**config.mk**
```make
export PLATFORM = sky130hd
export DESIGN_NAME = deparser_hdr_merge
export DESIGN_NICKNAME = d
export VERILOG_FILES = /design/src/rtl/deparser_hdr_merge_pkg.sv /design/src/rtl/hdr_byte_bank.sv /design/src/rtl/deparser_hdr_merge.sv
export SDC_FILE = /design/constraint.sdc
export NUM_CORES = 2
export LEC_CHECK = 0
export CORE_ASPECT_RATIO = 1.4
export CORE_UTILIZATION = 52
export CTS_CLUSTER_SIZE = 12
export DETAILED_ROUTE_END_ITERATION = 12
export GPL_TIMING_DRIVEN = 1
export PLACE_DENSITY = 0.74
export SLEW_MARGIN = 40
export SYNTH_ARGS = -nofsm -noshare
export SYNTH_HDL_FRONTEND = slang
export SYNTH_SLANG_ARGS = --single-unit
```
**constraint.sdc**
```tcl
create_clock -name clk -period 3.4 [get_ports clk]
set_input_delay 1.02 -clock clk [delete_from_list [all_inputs] [get_ports clk]]
set_output_delay 1.02 -clock clk [all_outputs]
set_load 0.02 [all_outputs]
```
**src/rtl/deparser_hdr_merge_pkg.sv**
```systemverilog
// Shared types and default sizing for the deparser header merge stage.
package deparser_hdr_merge_pkg;

  localparam int unsigned C_SEG_WIDTH_DEF = 512;
  localparam int unsigned C_HDR_BYTES_DEF = 256;
  localparam int unsigned C_ROW_W_DEF     = 7;

  typedef enum logic [1:0] {
    WrNone = 2'b00,
    Wr2B   = 2'b01,
    Wr4B   = 2'b10,
    Wr8B   = 2'b11
  } wr_type_e;

  // StFill zero-pads the beats skipped by an early s_hdr_last before merging.
  typedef enum logic [2:0] {
    StIdle  = 3'd0,
    StLoad  = 3'd1,
    StFill  = 3'd2,
    StMerge = 3'd3,
    StEmit  = 3'd4
  } state_e;

endpackage

```
**src/rtl/hdr_byte_bank.sv**
```systemverilog
// One byte-wide header bank: a single-row write port for field write-backs plus a
// whole-segment-slice write and read used for header load and emit.
module hdr_byte_bank #(
  parameter int unsigned C_ROW_W    = 7,
  parameter int unsigned C_ROWS     = 128,
  parameter int unsigned C_SEG_ROWS = 32,
  parameter int unsigned C_SEL_W    = 2
) (
  input  logic                      clk,
  input  logic                      i_seg_we,
  input  logic [C_SEL_W-1:0]        i_seg_wsel,
  input  logic [C_SEG_ROWS*8-1:0]   i_seg_wdata,
  input  logic [C_SEL_W-1:0]        i_seg_rsel,
  output logic [C_SEG_ROWS*8-1:0]   o_seg_rdata,
  input  logic                      i_wr_en,
  input  logic [C_ROW_W-1:0]        i_wr_row,
  input  logic [7:0]                i_wr_data
);

  logic [7:0] r_mem [C_ROWS];

  // Contents are deliberately not reset; every header fully overwrites them.
  always_ff @(posedge clk) begin
    if (i_seg_we) begin
      for (int k = 0; k < C_SEG_ROWS; k++) begin
        r_mem[C_ROW_W'(int'(i_seg_wsel) * C_SEG_ROWS + k)] <= i_seg_wdata[8*k +: 8];
      end
    end
    if (i_wr_en) begin
      r_mem[i_wr_row] <= i_wr_data;
    end
  end

  always_comb begin
    o_seg_rdata = '0;
    for (int k = 0; k < C_SEG_ROWS; k++) begin
      o_seg_rdata[8*k +: 8] = r_mem[C_ROW_W'(int'(i_seg_rsel) * C_SEG_ROWS + k)];
    end
  end

endmodule

```
**src/rtl/deparser_hdr_merge.sv**
```systemverilog
// Header merge buffer: loads a header in segments, applies 2-byte field write-backs
// into even/odd byte banks, then streams the rebuilt header out in segments.
module deparser_hdr_merge
  import deparser_hdr_merge_pkg::*;
#(
  parameter int unsigned C_SEG_WIDTH = C_SEG_WIDTH_DEF,
  parameter int unsigned C_HDR_BYTES = C_HDR_BYTES_DEF,
  parameter int unsigned C_ROW_W     = C_ROW_W_DEF
) (
  input  logic                   clk,
  input  logic                   aresetn,
  input  logic                   s_hdr_valid,
  input  logic [C_SEG_WIDTH-1:0] s_hdr_data,
  input  logic                   s_hdr_last,
  output logic                   s_hdr_ready,
  input  logic                   wr_valid,
  input  logic [1:0]             wr_type,
  input  logic [7:0]             wr_byte_even,
  input  logic [7:0]             wr_byte_odd,
  input  logic [7:0]             wr_row_even,
  input  logic [7:0]             wr_row_odd,
  output logic                   wr_ready,
  input  logic                   merge_done,
  output logic                   m_hdr_valid,
  output logic [C_SEG_WIDTH-1:0] m_hdr_data,
  output logic                   m_hdr_last,
  input  logic                   m_hdr_ready,
  output logic                   err_type,
  output logic                   err_row
);

  localparam int unsigned C_BEATS    = C_HDR_BYTES * 8 / C_SEG_WIDTH;
  localparam int unsigned C_SEG_ROWS = C_SEG_WIDTH / 16;
  localparam int unsigned C_BEAT_W   = (C_BEATS > 1) ? $clog2(C_BEATS) : 1;
  localparam logic [C_BEAT_W-1:0] C_LAST_BEAT = C_BEAT_W'(C_BEATS - 1);

  state_e                  r_state, w_state_d;
  logic [C_BEAT_W-1:0]     r_beat, w_beat_d;
  logic                    r_m_valid, r_m_last, r_err_type, r_err_row;
  logic [C_SEG_WIDTH-1:0]  r_m_data;

  logic                    w_in_fire, w_wr_fire, w_out_fire, w_wr_2b;
  logic                    w_seg_we, w_seg_zero;
  logic [C_BEAT_W-1:0]     w_rd_sel;
  logic [C_SEG_ROWS*8-1:0] w_even_wdata, w_odd_wdata, w_even_rdata, w_odd_rdata;
  logic [C_SEG_WIDTH-1:0]  w_rd_data;

  assign s_hdr_ready = aresetn && ((r_state == StIdle) || (r_state == StLoad));
  assign wr_ready    = aresetn && (r_state == StMerge);
  assign w_in_fire   = s_hdr_valid && s_hdr_ready;
  assign w_wr_fire   = wr_valid && wr_ready;
  assign w_wr_2b     = w_wr_fire && (wr_type == Wr2B);
  assign w_out_fire  = r_m_valid && m_hdr_ready;
  // Prefetch the next beat on the handshake so a ready sink sees no bubbles.
  assign w_rd_sel    = w_out_fire ? r_beat + 1'b1 : r_beat;

  assign m_hdr_valid = r_m_valid;
  assign m_hdr_data  = r_m_data;
  assign m_hdr_last  = r_m_last;
  assign err_type    = r_err_type;
  assign err_row     = r_err_row;

  always_comb begin
    w_state_d  = r_state;
    w_beat_d   = r_beat;
    w_seg_we   = 1'b0;
    w_seg_zero = 1'b0;
    unique case (r_state)
      StIdle, StLoad: begin
        if (w_in_fire) begin
          w_seg_we = 1'b1;
          if (r_beat == C_LAST_BEAT) begin
            w_state_d = StMerge;
            w_beat_d  = '0;
          end else begin
            w_beat_d  = r_beat + 1'b1;
            w_state_d = s_hdr_last ? StFill : StLoad;
          end
        end
      end
      StFill: begin
        w_seg_we   = 1'b1;
        w_seg_zero = 1'b1;
        if (r_beat == C_LAST_BEAT) begin
          w_state_d = StMerge;
          w_beat_d  = '0;
        end else begin
          w_beat_d = r_beat + 1'b1;
        end
      end
      StMerge: begin
        if (merge_done) begin
          w_state_d = StEmit;
        end
      end
      StEmit: begin
        if (w_out_fire) begin
          if (r_beat == C_LAST_BEAT) begin
            w_state_d = StIdle;
            w_beat_d  = '0;
          end else begin
            w_beat_d = r_beat + 1'b1;
          end
        end
      end
      default: begin
        w_state_d = StIdle;
        w_beat_d  = '0;
      end
    endcase
  end

  always_comb begin
    w_even_wdata = '0;
    w_odd_wdata  = '0;
    w_rd_data    = '0;
    for (int k = 0; k < C_SEG_ROWS; k++) begin
      w_even_wdata[8*k +: 8]   = w_seg_zero ? 8'h00 : s_hdr_data[16*k +: 8];
      w_odd_wdata[8*k +: 8]    = w_seg_zero ? 8'h00 : s_hdr_data[16*k+8 +: 8];
      w_rd_data[16*k +: 8]     = w_even_rdata[8*k +: 8];
      w_rd_data[16*k+8 +: 8]   = w_odd_rdata[8*k +: 8];
    end
  end

  always_ff @(posedge clk) begin
    if (!aresetn) begin
      r_state <= StIdle;
      r_beat  <= '0;
    end else begin
      r_state <= w_state_d;
      r_beat  <= w_beat_d;
    end
  end

  always_ff @(posedge clk) begin
    if (!aresetn) begin
      r_m_valid  <= 1'b0;
      r_m_last   <= 1'b0;
      r_m_data   <= '0;
      r_err_type <= 1'b0;
      r_err_row  <= 1'b0;
    end else begin
      r_err_type <= w_wr_fire && ((wr_type == Wr4B) || (wr_type == Wr8B));
      r_err_row  <= w_wr_2b && (wr_row_even[7] || wr_row_odd[7]);
      if (r_state == StEmit) begin
        if (!r_m_valid) begin
          r_m_valid <= 1'b1;
          r_m_data  <= w_rd_data;
          r_m_last  <= (r_beat == C_LAST_BEAT);
        end else if (m_hdr_ready) begin
          if (r_beat == C_LAST_BEAT) begin
            r_m_valid <= 1'b0;
            r_m_last  <= 1'b0;
          end else begin
            r_m_data <= w_rd_data;
            r_m_last <= (w_rd_sel == C_LAST_BEAT);
          end
        end
      end
    end
  end

  hdr_byte_bank #(
    .C_ROW_W    (C_ROW_W),
    .C_ROWS     (2 ** C_ROW_W),
    .C_SEG_ROWS (C_SEG_ROWS),
    .C_SEL_W    (C_BEAT_W)
  ) u_even_bank (
    .clk         (clk),
    .i_seg_we    (w_seg_we),
    .i_seg_wsel  (r_beat),
    .i_seg_wdata (w_even_wdata),
    .i_seg_rsel  (w_rd_sel),
    .o_seg_rdata (w_even_rdata),
    .i_wr_en     (w_wr_2b),
    .i_wr_row    (wr_row_even[C_ROW_W-1:0]),
    .i_wr_data   (wr_byte_even)
  );

  hdr_byte_bank #(
    .C_ROW_W    (C_ROW_W),
    .C_ROWS     (2 ** C_ROW_W),
    .C_SEG_ROWS (C_SEG_ROWS),
    .C_SEL_W    (C_BEAT_W)
  ) u_odd_bank (
    .clk         (clk),
    .i_seg_we    (w_seg_we),
    .i_seg_wsel  (r_beat),
    .i_seg_wdata (w_odd_wdata),
    .i_seg_rsel  (w_rd_sel),
    .o_seg_rdata (w_odd_rdata),
    .i_wr_en     (w_wr_2b),
    .i_wr_row    (wr_row_odd[C_ROW_W-1:0]),
    .i_wr_data   (wr_byte_odd)
  );

endmodule

```
# After elaboration in Yosys (flattened, before gate mapping)
# Memory sizes are Yosys's and may differ from the RTL's.
# Cells that the tools add are included.
[op_classes] add_sub_neg=63 multipliers=0 div=0 magnitude_cmp=0 n_eq_ne=16 shift=0 n_mux=99 n_bitwise=1 n_reduce_logical=19
[op_table] operator="two-way mux 512 bit" n=3
[op_table] operator="two-way mux 8 bit" n=66
[op_table] operator="adder 7 x 5 -> 7 bit (second input constant)" n=32
[op_table] operator="adder 7 x 4 -> 7 bit (second input constant)" n=16
[op_table] operator="adder 7 x 3 -> 7 bit (second input constant)" n=8
[op_table] operator="adder 7 x 2 -> 7 bit (second input constant)" n=4
[op_table] operator="OR reduction 8 bit" n=2
[op_table] operator="two-way mux 3 bit" n=5
[op_table] operator="adder 7 x 1 -> 7 bit (second input constant)" n=2
[op_table] operator="two-way mux 1 bit" n=14
[op_table] operator="two-way mux 7 bit" n=2
[op_table] operator="two-way mux 2 bit" n=6
[op_table] operator="inequality test 2 bit (second input constant)" n=6
[op_table] operator="case mux 3 bit (4 select lines)" n=1
[op_table] operator="== test 2 bit (second input constant)" n=4
[op_table] operator="logical AND 1 bit" n=8
[op_table] operator="case mux 2 bit (4 select lines)" n=1
[op_table] operator="== test 3 x 2 -> 1 bit (second input constant)" n=2
[op_table] operator="AND reduction 3 bit" n=2
[op_table] operator="AND reduction 5 bit" n=1
[op_table] operator="== test 3 x 1 -> 1 bit (second input constant)" n=1
[op_table] operator="== test 3 bit (second input constant)" n=1
[op_table] operator="logical NOT 3 bit" n=1
[op_table] operator="logical OR 1 bit" n=3
[op_table] operator="other kinds (7)" n=7
[word_totals] ff_bits=521 latchBits=0 mem_bits_rw=2048 rom_bits=0 in_bits=553 out_inout_bits=518 wordCells=207 mem_count=2
[mem_list] memory="u_even_bank.r_mem" words=128 width=8 rd=32 rd_ports_with_merged_regs=0 wr=32 line="hdr_byte_bank.sv:20" rtl="logic [7:0] r_mem [C_ROWS];"
[mem_list] memory="u_odd_bank.r_mem" words=128 width=8 rd=32 rd_ports_with_merged_regs=0 wr=32 line="hdr_byte_bank.sv:20"

# Longest topological paths before layout
[logic_depth] word_depth=9 mapped_depth=11 mapped_depth_nobuf=6

# Cells and area by module
# Synthesis repeated with hierarchy kept, for this count alone.
[hier_totals] hier_cells=8519 hier_area_um2=125210.1
[by_module_without_submodules] module="hdr_byte_bank (u_even_bank)" n_inst=1 cells_each=2831 area_per_inst_um2=51086.5 seq_area_each_um2=30749.5
[by_module_without_submodules] module="hdr_byte_bank (u_odd_bank)" n_inst=1 cells_each=2831 area_per_inst_um2=51079.0 seq_area_each_um2=30749.5
[by_module_without_submodules] module="deparser_hdr_merge" n_inst=1 cells_each=2857 area_per_inst_um2=23044.6 seq_area_each_um2=10430.0

# Worst setup path after synthesis
# Ideal clock, no wire load.
[synth_path] path_type="input to output" start="input aresetn" end="output s_hdr_ready" arrival_time_ns=2.338 required_time_ns=2.380 setup_slack_ns=0.042 path_stages=6 n_path_buf=4 path_cell_list="buf_2 inv_2 clkbuf_1 clkbuf_1 buf_1 nor3_1"
[synth_via] elab_chain_len=1
[synth_rtl] item="from (decl)" line="deparser_hdr_merge.sv:11" rtl="input logic aresetn,"
[synth_rtl] item="logical AND 1 bit" line="deparser_hdr_merge.sv:48" rtl="assign s_hdr_ready = aresetn && ((r_state == StIdle) || (r_state == StLoad));"
[synth_rtl] item="to (decl)" line="deparser_hdr_merge.sv:15" rtl="output logic s_hdr_ready,"
# Every way passes these cells.

# Final worst setup path
[layout_path] start="register r_m_valid, in the netlist m_hdr_valid" end="output m_hdr_valid"
[layout_lines] item="from (decl)" line="deparser_hdr_merge.sv:39" rtl="logic r_m_valid, r_m_last, r_err_type, r_err_row;"
[layout_lines] item="from (signal assigned)" line="deparser_hdr_merge.sv:137" rtl="r_m_valid <= 1'b0;"
[layout_lines] item="from (signal assigned)" line="deparser_hdr_merge.sv:147" rtl="r_m_valid <= 1'b1;"
[layout_lines] item="from (signal assigned)" line="deparser_hdr_merge.sv:152" rtl="r_m_valid <= 1'b0;"
[layout_lines] item="to (decl)" line="deparser_hdr_merge.sv:24" rtl="output logic m_hdr_valid,"
# No word-level cell between the ends.

==> results.md <==
- TritonCTS built the clock tree.
- The final setup TNS is 0 ps.
- The count of port buffers added during placement is roughly 1100.
- The worst register-to-register path begins at r_beat[1].
- The library cells used most frequently in the layout, excluding fill and tap cells, are 2048 x edfxtp_1, 1870 x o21ai_0, 1067 x clkdlybuf4s50_1.
- The clock transition time at the flip-flop clock pins of the worst setup and hold paths is roughly 60 ps.
- The run finished with clean final reports.
- Among cell families on the critical path, the largest total delay comes from buffers and inverters.
- During I/O placement, the number of pins put on the boundary was about 1100.
- The arrival time at the worst endpoint is about 2300 ps.
- The sequential cell area fraction in the yosys report is 0.616.
- In the global route stage, overall resource usage came out at 0.454.
- The leakage power total is slightly above 50 nW.
- The worst hold-check slack is 540 ps.
- Summed over all layers, the global routing overflow is 0.
- The overall via count from detail_route is between 90000 and 100k.
- The post-synthesis cell type with the largest combined area is edfxtp_1.
- The post-detailed-routing wire length is roughly 530 mm.
- The vertical extent of the die is 563 um.
- The count of hold-fix buffers inserted at cts is 0.
- The endpoint of the worst register-to-register path is m_hdr_data[503].
- The number of flip-flops and latches in the synthesized netlist is 2569.
- The nature of the critical path endpoint is an output port.
- The placed instances occupy a cell area of between 100000 and 150000 um2.
- Dividing total power by cell area gives a power density of 735 nW/um2.
- The number of logic stages on the critical path including buffering is 1.
- The most common cell after layout, fill and taps aside is edfxtp_1.
- After synthesis the cells add up to ~120000 um2.
- For the worst setup path, the data required time is roughly 2400 ps.
- The net count after synthesis is between 9000 and 10000.
- The final design instance area without fill is 147000 um2.
- The initial antenna violation count came to around 100.
- The die outline width is 402 um.
- Sorting the synthesized cells by area gives the leading types as edfxtp_1 53%, dfxtp_1 8.9%, o21ai_0 8.1%.
- In this run the deepest clock path goes through 4 buffers.
- The final number of setup-violating endpoints is 0.
- The clock period could shrink to about 3300 ps.
- The setup check on the worst reg-to-reg path leaves a slack of between 400 and 500 ps.
- In the routed design, unresolved DRC markers number 0.
- The slowest library cell on the worst path is clkdlybuf4s50_1.
- The count of placed standard cells including taps is roughly 13000.
- The worst-skew pair later-pin latency is slightly below 900 ps.
- The fraction of registers with async set or reset after synthesis is 0.
- Yosys mapped the design onto 64 distinct sky130hd cell types.
- The type of the worst setup path is flip-flop to output port.
- For this configuration, the core starts out at a cell density of 0.524.
- The region available for standard cell placement spans 223000 um2.
- The final layout net count is around 11000.
- After detailed routing, the average wire length per cell comes to 38.5 um.
- The cell sitting at the root of the clock tree is a clkbuf_16.
- Compared with the post-synthesis result, the final layout area differs by 25.8%.
- Across the run, the number of max-cap violations was 0.
- The instance count of the mapped netlist is between 9000 and 10000.
- The most used flip-flop cell after synthesis is edfxtp_1.
- The largest clock skew in the final design is 69.2 ps.
- The top achievable clock speed is ~300 MHz.
- The number of cell instances on the worst register-to-register path is 8.
- The detailed placer's ending HPWL is roughly 370 mm.
- The count of pins over their slew limit is 0.
- Each instance of the synthesized netlist takes up on average approximately 13 um2.
- The core occupancy in the finished layout is 0.659.
- For this run, the number of Yosys warnings is 0.
- The completed layout was analyzed and its total power is around 110 mW.
- The via count of the first global-routing pass is just over 90000.
- Setup slack closes at approximately 65 ps.
- The relative max-transition margin is 0.350.
- The largest single stage delay on the critical path is 860 ps.
- IR analysis of the VDD net gives a maximum drop of between 0.4 and 0.5 mV.
- Setup repair after global routing left no endpoint under its margin.
- At the pin with the least slew margin, the transition time is 975 ps.
- In the final layout, the share of cells above drive strength 1 is 0.228.
- The critical path starts at m_hdr_valid.
- The clock drives around 2600 sinks.
- The number of placement rows is ~210.
- The filler-free cell count of the finished design is about 14000.
- Of the available clock period, the critical path in the final layout requires 0.981.
- The detailed router finished its first iteration with about 16000 violations.
- At the placement stage, the worst setup path has a slack of -437 ps.
- The H-tree was split into 5 levels.
- The first global-routing pass estimated about 720 mm of wire.
- The first-pass detailed-route iteration total is 9.
- The critical path goes through clkdlybuf4s50_1.
- The biggest fanout along the worst timing path is 10.
- The tightest min-delay check is of the flip-flop to flip-flop type.
- The worst setup path endpoint is m_hdr_valid.
- The number of CTS-inserted buffers is 267.
- The startpoint kind of the worst setup timing path is a flip-flop.
- The combined buffer and inverter count along the critical path is 1.
- At the end of routability-driven placement, the weighted congestion stood at 0.986.
- Of the post-synthesis cell area, the dominant cell type holds 0.527.
- The count of nets left with antenna violations once routing finished came out at 0.
- The total count of hold-check failures in the final report is 0.
- In the routed layout, each cell is associated on average with a via count of roughly 7.
- Entering global routing, the biggest net connects ~150 pins.
- The area of the die is ~230000 um2.
- Counting flops with a built-in enable in the synthesized netlist gives roughly 2000.
worst min path at each step:
stage	start	end	slack [ps]	cells past startpoint
6_report	m_hdr_data[482]	m_hdr_data[482]	540	2
5_1_grt	m_hdr_data[207]	m_hdr_data[207]	550	2
4_1_cts	m_hdr_data[482]	m_hdr_data[482]	540	2
3_5_place_dp	m_hdr_data[482]	m_hdr_data[482]	520	2
3_3_place_gp	m_hdr_data[482]	m_hdr_data[482]	510	2
2_1_floorplan	r_beat[1]	r_beat[1]	510	2
area by class of cell:
class                   count  area, um2
diodes                     88        220
fillers                 15900      76000
inverters                  15       68.8
clock inverters            38        513
well taps                2898       3630
flip-flops and latches   2569      71900
repair buffers           2086      22900
clock buffers             435       7540
multi-input cells        5600      40100
per-layer routing:
layer	GRT usage	vias up	wire length (um)
li1	-	38000	-
met1	0.519	46500	159000
met2	0.650	9713	223000
met3	0.183	2305	88600
met4	0.419	46	57100
met5	0	-	320
cells by family after synthesis:
group                      after synthesis  synth area share
adders and majority gates                4          0.000429
buffers and inverters                 1021            0.0484
AOI/OAI and AO/OA                     3378             0.222
muxes                                  511            0.0438
DFF                                   2569             0.616
and+or+nand+nor                       1707            0.0692
timing repair:
item                       CTS  global route
cloned                       0             0
setup endpoints to repair    2             1
setup buffers                1             2
gates resized for setup      5             0
synthesized netlist by cell type, types with 59 or more instances:
cell type	n
edfxtp_1	2048
o21ai_0	1882
nand2_1	570
clkbuf_1	549
nor2_1	528
dfxtp_1	521
and3_1	513
mux2i_1	511
a2111oi_2	501
a211oi_2	498
o21ai_1	420
buf_2	315
buf_12	59
where the power goes:
| part | internal [mW] | switching, mW | leakage, nW |
|---|---|---|---|
| clock network | 15.7 | 12.6 | 3.85 |
| logic | 13.0 | 24.3 | 24.8 |
| registers | 39.7 | 2.71 | 23.0 |
sequential cells by signal, indices dropped and copies added, names as in the netlist:
register / count
err_type: 1
m_hdr_data: 512
r_state: 3
err_row: 1
r_beat: 2
m_hdr_valid: 1
m_hdr_last: 1
u_even_bank.r_mem: 1024
u_odd_bank.r_mem: 1024
(Power assumes the default switching activity.)
